### src/rtl/coef_bank_seq.sv
// Runtime-writable, double-buffered biquad coefficient banks with a per-sample slot sequencer.
// Latency: first coefficient one cycle after an accepted sample_tick; six consecutive valid cycles.
// Backpressure: none; ticks arriving while busy are dropped and flagged on the sticky overrun output.
module coef_bank_seq #(
    parameter int CANT_BITS = 25,
    parameter int NUM_BANKS = 4,
    parameter int BANK_W    = 2
) (
    input  logic                 clk,
    input  logic                 reset,
    input  logic                 sample_tick,
    input  logic [BANK_W-1:0]    bank_sel,
    input  logic                 wr_en,
    input  logic [BANK_W-1:0]    wr_bank,
    input  logic [3:0]           wr_addr,
    input  logic [CANT_BITS-1:0] wr_data,
    input  logic                 commit_req,
    output logic [CANT_BITS-1:0] cte,
    output logic [3:0]           cte_idx,
    output logic                 cte_valid,
    output logic                 cte_last,
    output logic                 busy,
    output logic                 commit_pending,
    output logic                 overrun
);

    localparam logic [0:0] S_IDLE = 1'b0;
    localparam logic [0:0] S_RUN  = 1'b1;
    localparam int         NSLOT  = 6;

    typedef logic [CANT_BITS-1:0] coef_t;

    // Storage is indexed by compact slot 0..5; external addresses 0,1,2,5,6,7 map onto it.
    coef_t shadow     [NUM_BANKS][NSLOT];
    coef_t active     [NUM_BANKS][NSLOT];
    coef_t shadow_nxt [NUM_BANKS][NSLOT];

    logic [0:0]        state;
    logic [2:0]        step;
    logic [BANK_W-1:0] bank_q;
    logic              pend_q;

    logic              wr_ok;
    logic [2:0]        wr_slot;
    logic              commit_apply;
    logic [BANK_W-1:0] rd_bank;
    logic [2:0]        rd_slot;
    coef_t             rd_data;

    // Power-on coefficient set: bank 0 holds a pass-through-like default, all other banks are zero.
    function automatic coef_t reset_val(input int b, input int s);
        coef_t v;
        v = '0;
        if (b == 0) begin
            case (s)
                0:       v = CANT_BITS'(32'h0004000);
                1:       v = CANT_BITS'(32'h0007D71);
                2:       v = CANT_BITS'(32'h1FFC287);
                3:       v = CANT_BITS'(32'h0004000);
                4:       v = CANT_BITS'(32'h1FF8000);
                5:       v = CANT_BITS'(32'h0004000);
                default: v = '0;
            endcase
        end
        return v;
    endfunction

    function automatic logic addr_legal(input logic [3:0] a);
        return (a == 4'd0) || (a == 4'd1) || (a == 4'd2) ||
               (a == 4'd5) || (a == 4'd6) || (a == 4'd7);
    endfunction

    function automatic logic [2:0] addr_to_slot(input logic [3:0] a);
        logic [2:0] s;
        case (a)
            4'd0:    s = 3'd0;
            4'd1:    s = 3'd1;
            4'd2:    s = 3'd2;
            4'd5:    s = 3'd3;
            4'd6:    s = 3'd4;
            4'd7:    s = 3'd5;
            default: s = 3'd0;
        endcase
        return s;
    endfunction

    function automatic logic [3:0] slot_to_addr(input logic [2:0] s);
        logic [3:0] a;
        a = {1'b0, s};
        if (s > 3'd2) begin
            a = a + 4'd2;
        end
        return a;
    endfunction

    assign wr_ok          = wr_en && addr_legal(wr_addr) && (int'(wr_bank) < NUM_BANKS);
    assign wr_slot        = addr_to_slot(wr_addr);
    // Commits only land between sequences, so a running sample never sees a torn set.
    assign commit_apply   = (state == S_IDLE) && (pend_q || commit_req);
    assign commit_pending = pend_q || commit_req;

    // Next shadow contents: current shadow with this cycle's write folded in, so a same-cycle commit forwards it.
    always_comb begin
        for (int b = 0; b < NUM_BANKS; b++) begin
            for (int s = 0; s < NSLOT; s++) begin
                shadow_nxt[b][s] = shadow[b][s];
                if (wr_ok && (BANK_W'(b) == wr_bank) && (3'(s) == wr_slot)) begin
                    shadow_nxt[b][s] = wr_data;
                end
            end
        end
    end

    // In IDLE the read port looks at the incoming tick's bank/slot 0; in RUN at the latched bank and current step.
    assign rd_bank = (state == S_IDLE) ? bank_sel : bank_q;
    assign rd_slot = (state == S_IDLE) ? 3'd0 : step;

    // Coefficient read mux; an out-of-range bank matches nothing and reads as zero.
    always_comb begin
        rd_data = '0;
        for (int b = 0; b < NUM_BANKS; b++) begin
            for (int s = 0; s < NSLOT; s++) begin
                if ((BANK_W'(b) == rd_bank) && (3'(s) == rd_slot)) begin
                    rd_data = commit_apply ? shadow_nxt[b][s] : active[b][s];
                end
            end
        end
    end

    // Shadow and active coefficient storage.
    always_ff @(posedge clk or negedge reset) begin
        if (!reset) begin
            for (int b = 0; b < NUM_BANKS; b++) begin
                for (int s = 0; s < NSLOT; s++) begin
                    shadow[b][s] <= reset_val(b, s);
                    active[b][s] <= reset_val(b, s);
                end
            end
        end else begin
            for (int b = 0; b < NUM_BANKS; b++) begin
                for (int s = 0; s < NSLOT; s++) begin
                    shadow[b][s] <= shadow_nxt[b][s];
                    if (commit_apply) begin
                        active[b][s] <= shadow_nxt[b][s];
                    end
                end
            end
        end
    end

    // Commit request latch and sticky overrun flag.
    always_ff @(posedge clk or negedge reset) begin
        if (!reset) begin
            pend_q  <= 1'b0;
            overrun <= 1'b0;
        end else begin
            if (commit_apply) begin
                pend_q <= 1'b0;
            end else if (commit_req) begin
                pend_q <= 1'b1;
            end
            if (sample_tick && (state == S_RUN)) begin
                overrun <= 1'b1;
            end
        end
    end

    // Sequencer FSM with registered outputs; step counts coefficients already emitted (1..6 in RUN).
    always_ff @(posedge clk or negedge reset) begin
        if (!reset) begin
            state     <= S_IDLE;
            step      <= 3'd0;
            bank_q    <= '0;
            cte       <= '0;
            cte_idx   <= 4'd0;
            cte_valid <= 1'b0;
            cte_last  <= 1'b0;
            busy      <= 1'b0;
        end else begin
            case (state)
                S_IDLE: begin
                    if (sample_tick) begin
                        state     <= S_RUN;
                        step      <= 3'd1;
                        bank_q    <= bank_sel;
                        cte       <= rd_data;
                        cte_idx   <= 4'd0;
                        cte_valid <= 1'b1;
                        cte_last  <= 1'b0;
                        busy      <= 1'b1;
                    end
                end
                default: begin
                    if (step == 3'd6) begin
                        state     <= S_IDLE;
                        step      <= 3'd0;
                        cte       <= '0;
                        cte_idx   <= 4'd0;
                        cte_valid <= 1'b0;
                        cte_last  <= 1'b0;
                        busy      <= 1'b0;
                    end else begin
                        step      <= step + 3'd1;
                        cte       <= rd_data;
                        cte_idx   <= slot_to_addr(step);
                        cte_valid <= 1'b1;
                        cte_last  <= (step == 3'd5);
                        busy      <= 1'b1;
                    end
                end
            endcase
        end
    end

endmodule

### config.mk
export PLATFORM = sky130hd
export DESIGN_NAME = coef_bank_seq
export DESIGN_NICKNAME = d
export VERILOG_FILES = /design/src/rtl/coef_bank_seq.sv
export SDC_FILE = /design/constraint.sdc
export NUM_CORES = 2
export LEC_CHECK = 0
export ABC_AREA = 1
export ABC_CLOCK_PERIOD_IN_PS = 3150
export CORE_UTILIZATION = 25
export DETAILED_ROUTE_END_ITERATION = 7
export REMOVE_ABC_BUFFERS = 1
export SETUP_SLACK_MARGIN = 0.02
export SYNTH_ARGS = -nofsm -noshare
export SYNTH_HDL_FRONTEND = slang
export SYNTH_SLANG_ARGS = --single-unit
### constraint.sdc
create_clock -name clk -period 3.15 [get_ports clk]
set_input_delay 0.315 -clock clk [delete_from_list [all_inputs] [get_ports clk]]
set_output_delay 0.315 -clock clk [all_outputs]
set_load 0.02 [all_outputs]
==> reports/results.ini <==
[global_route]
grt_pass1_vias=40500
grt_max_degree=114
grt_pass1_wl_mm=227
grt_overflow=0
gr-usage-all-layers_pct=13.6
antenna_found_initial=3

[synthesis]
synth_seq_area_share_pct=60.9
synthDistinctLibCells=34
synth_top_flop_cell=dfrtp_1
netlist_area_um2=51100
synth_area_per_cell_um2=8.62
synth_cells=5930
ys_warn_count=0
synth_edf_count=0
synthArstFlopShare_pct=100
ys_ff_latch=1239

[critical_path]
slowest_delay_ps=400
crit_chain=inv_2 -> buf_12 -> nand2_8 -> inv_12 -> buf_12 -> buf_6 -> or2_4 -> nand3_2 -> nand3_4 -> nor2_4 -> nand4_1 -> nor2_2 -> nand4_1 -> nor2_2 -> nand4_1 -> nor2_2 -> nand4_1 -> nor2_1 -> nand4_1 -> nand2_1 -> nand2_1
cpMostUsedCell=nand4_1
cp_slowest_cell=dfrtp_1
end_kind=flip-flop
critPathMaxFanout=11
cp-start-kind=flip-flop
cp_data_arrival_time_ps=3730
reg2reg_slack_ps=60
critPathRequiredTime_ps=3790
path_class=reg -> reg

[final_layout]
stdcell_count=9091
syn_to_final_growth_pct=25.5
diodes=0
final_cell_mix=2481 x nand2_1, 1161 x dfrtp_1, 561 x o21ai_0
drive_gt1_share_pct=18.3
final_common_cell=nand2_1
fin_util_pct=31.6
fin_nets=6353

[timing]
fin_crit_ps=3090
drv_slew=0
hold_violations=0
max_freq_mhz=323
grt_setup_unrepaired=true
skew_ps=27.0
period_share_pct=98.2
slew_headroom_pct=26.8
max_slew.worst_pin.slew_ps=1100
setup_viol=0

[placed_design]
hpwl_mm=89.3
finalWeightedCongestion=0.809
dp.cells=8817
io_buffers=71

[run_status]
status=completed

[power]
power_frac_clock_pct=27.4
power_frac_seq_pct=37.9
p_leak_nw=31.5
max-vdd-ir-drop_mv=0.505
p_sw_mw=18.9
swShare_pct=34.1
p_int_mw=36.5
powerDensity_nw_per_um2=865
pwr-share-comb_pct=34.7

[drt]
postRouteAntennaNets=0
dr_total_vias=40600
route.detailed.wl_per_inst_um=15.6
drc=0
drt-pass1-iter-count=6
drt_iter0_drc=3091
routed_wl_mm=142
routed_via_density=4.47

[clock_network]
cts_max_level=3
insertion_delay_ps=750
numCtsBuffers=121
cts_tree=yes
clk_pin_slew_ps=70
cts.path.max_buffers=3
clock-root-buffer=clkbuf_16
cts_sinks=1239

[die]
die-area_um2=206000
fp.dieH_um=454
core_um2=203000
rows=165
die_w_um=454
start_util_pct=25.2
num_io_pins=72

[min_path]
hp-class=in -> async

[flow_run]
drv.max_cap_violation_count=0

-- through the flow --
| stage | hold WS (ps) | power, mW | TNS [ps] | setup slack (ps) | area (µm²) |
|---|---|---|---|---|---|
| floorplan | 19.4 | 27.9 | - | -27720 | 49600 |
| global placement | 296 | 38.8 | -15590 | -840 | 58800 |
| detailed placement | 297 | 39.2 | -15780 | -777 | 58800 |
| CTS | 95.4 | 54.8 | 0 | 21.3 | 63200 |
| global route | 157 | 59.0 | -2180 | -209 | 64200 |
| finish | 129 | 55.5 | 0 | 56.3 | 64200 |
-- cell type report --
type                    instances  area (µm²)
flip-flops and latches       1239       31100
inverters                     224         853
fillers                     20900      139000
repair inverters                1        8.76
clock inverters                38         553
clock buffers                 191        3680
multi-input cells            4090       18300
well taps                    2672        3340
repair buffers                636        6280
-- state kept, by name, indices dropped and copies added (netlist names) --
register and count:
active 600, pend_q 1, step 3, state 1, busy 1, shadow 600, bank_q 2, cte_idx 4
overrun 1, cte 25, cte_last 1
-- repair_timing --
item / CTS / global route
pin swaps: 10 / 57
hold endpoints to repair: 149 / 0
resized for setup: 24 / 150
hold buffers: 1 / 0
endpoints found under the setup margin: 22 / 25
buffers inserted: 10 / 29
cloned: 0 / 5
-- power by group through the flow --
stage / registers [mW] / clock network [mW] / logic [mW]
floorplan: 20.3 / 0 / 7.52
global placement: 21.2 / 0 / 17.6
detailed placement: 21.3 / 0 / 17.9
CTS: 21.0 / 15.5 / 18.3
global route: 21.4 / 16.2 / 21.5
finish: 21.0 / 15.2 / 19.3
-- worst max-delay path: cells and delay by family, from the launching register on --
kind,cells,cell delay (ps)
buf+inv,5,550
flops,1,400
simple gates,16,2010
-- worst paths after layout --
path	depth (start not counted)	endpoint	startpoint
min reg2reg	2	shadow[574]	shadow[574]
min	2	shadow[13]	reset
max in group asynchronous	4	active[496]	reset
max	21	cte[14]	state
max reg2reg	21	cte[14]	state
min in group clk	3	bank_q[1]	bank_sel[1]
-- cells in the mapped netlist, types with 3 or more instances --
master / n / area share (%)
dfrtp_1: 1161 / 57
nor3_1: 7 / 0.069
a21oi_1: 28 / 0.27
dfstp_2: 78 / 4.0
nor2_1: 253 / 1.9
clkbuf_1: 293 / 2.2
o21ai_1: 88 / 0.86
nand3_1: 199 / 1.9
buf_2: 32 / 0.31
and2_1: 73 / 0.89
buf_1: 49 / 0.36
nand2_1: 2492 / 18
o21ai_0: 565 / 5.5
o31ai_1: 3 / 0.044
inv_1: 222 / 1.6
nand4_1: 196 / 2.4
or2_2: 170 / 2.1
-- logic make-up after synthesis --
family / share of synthesized area [%]
buffers and inverters: 4.53
AO/OA/AOI/OAI: 6.81
flip-flops: 60.9
adder cells (fa/ha/maj): 0.0490
AND/OR/NAND/NOR: 27.8
-- routing by layer --
metal | wire length, µm | up-vias | GRT usage [%]
met2 | 68000 | 797 | 23.2
met1 | 65300 | 20000 | 18.2
met3 | 5440 | 207 | 1.50
met4 | 3410 | 4 | 3.95
li1 | - | 19600 | -
met5 | 24 | - | 0
No activity file was read; power rests on OpenSTA's default activity.
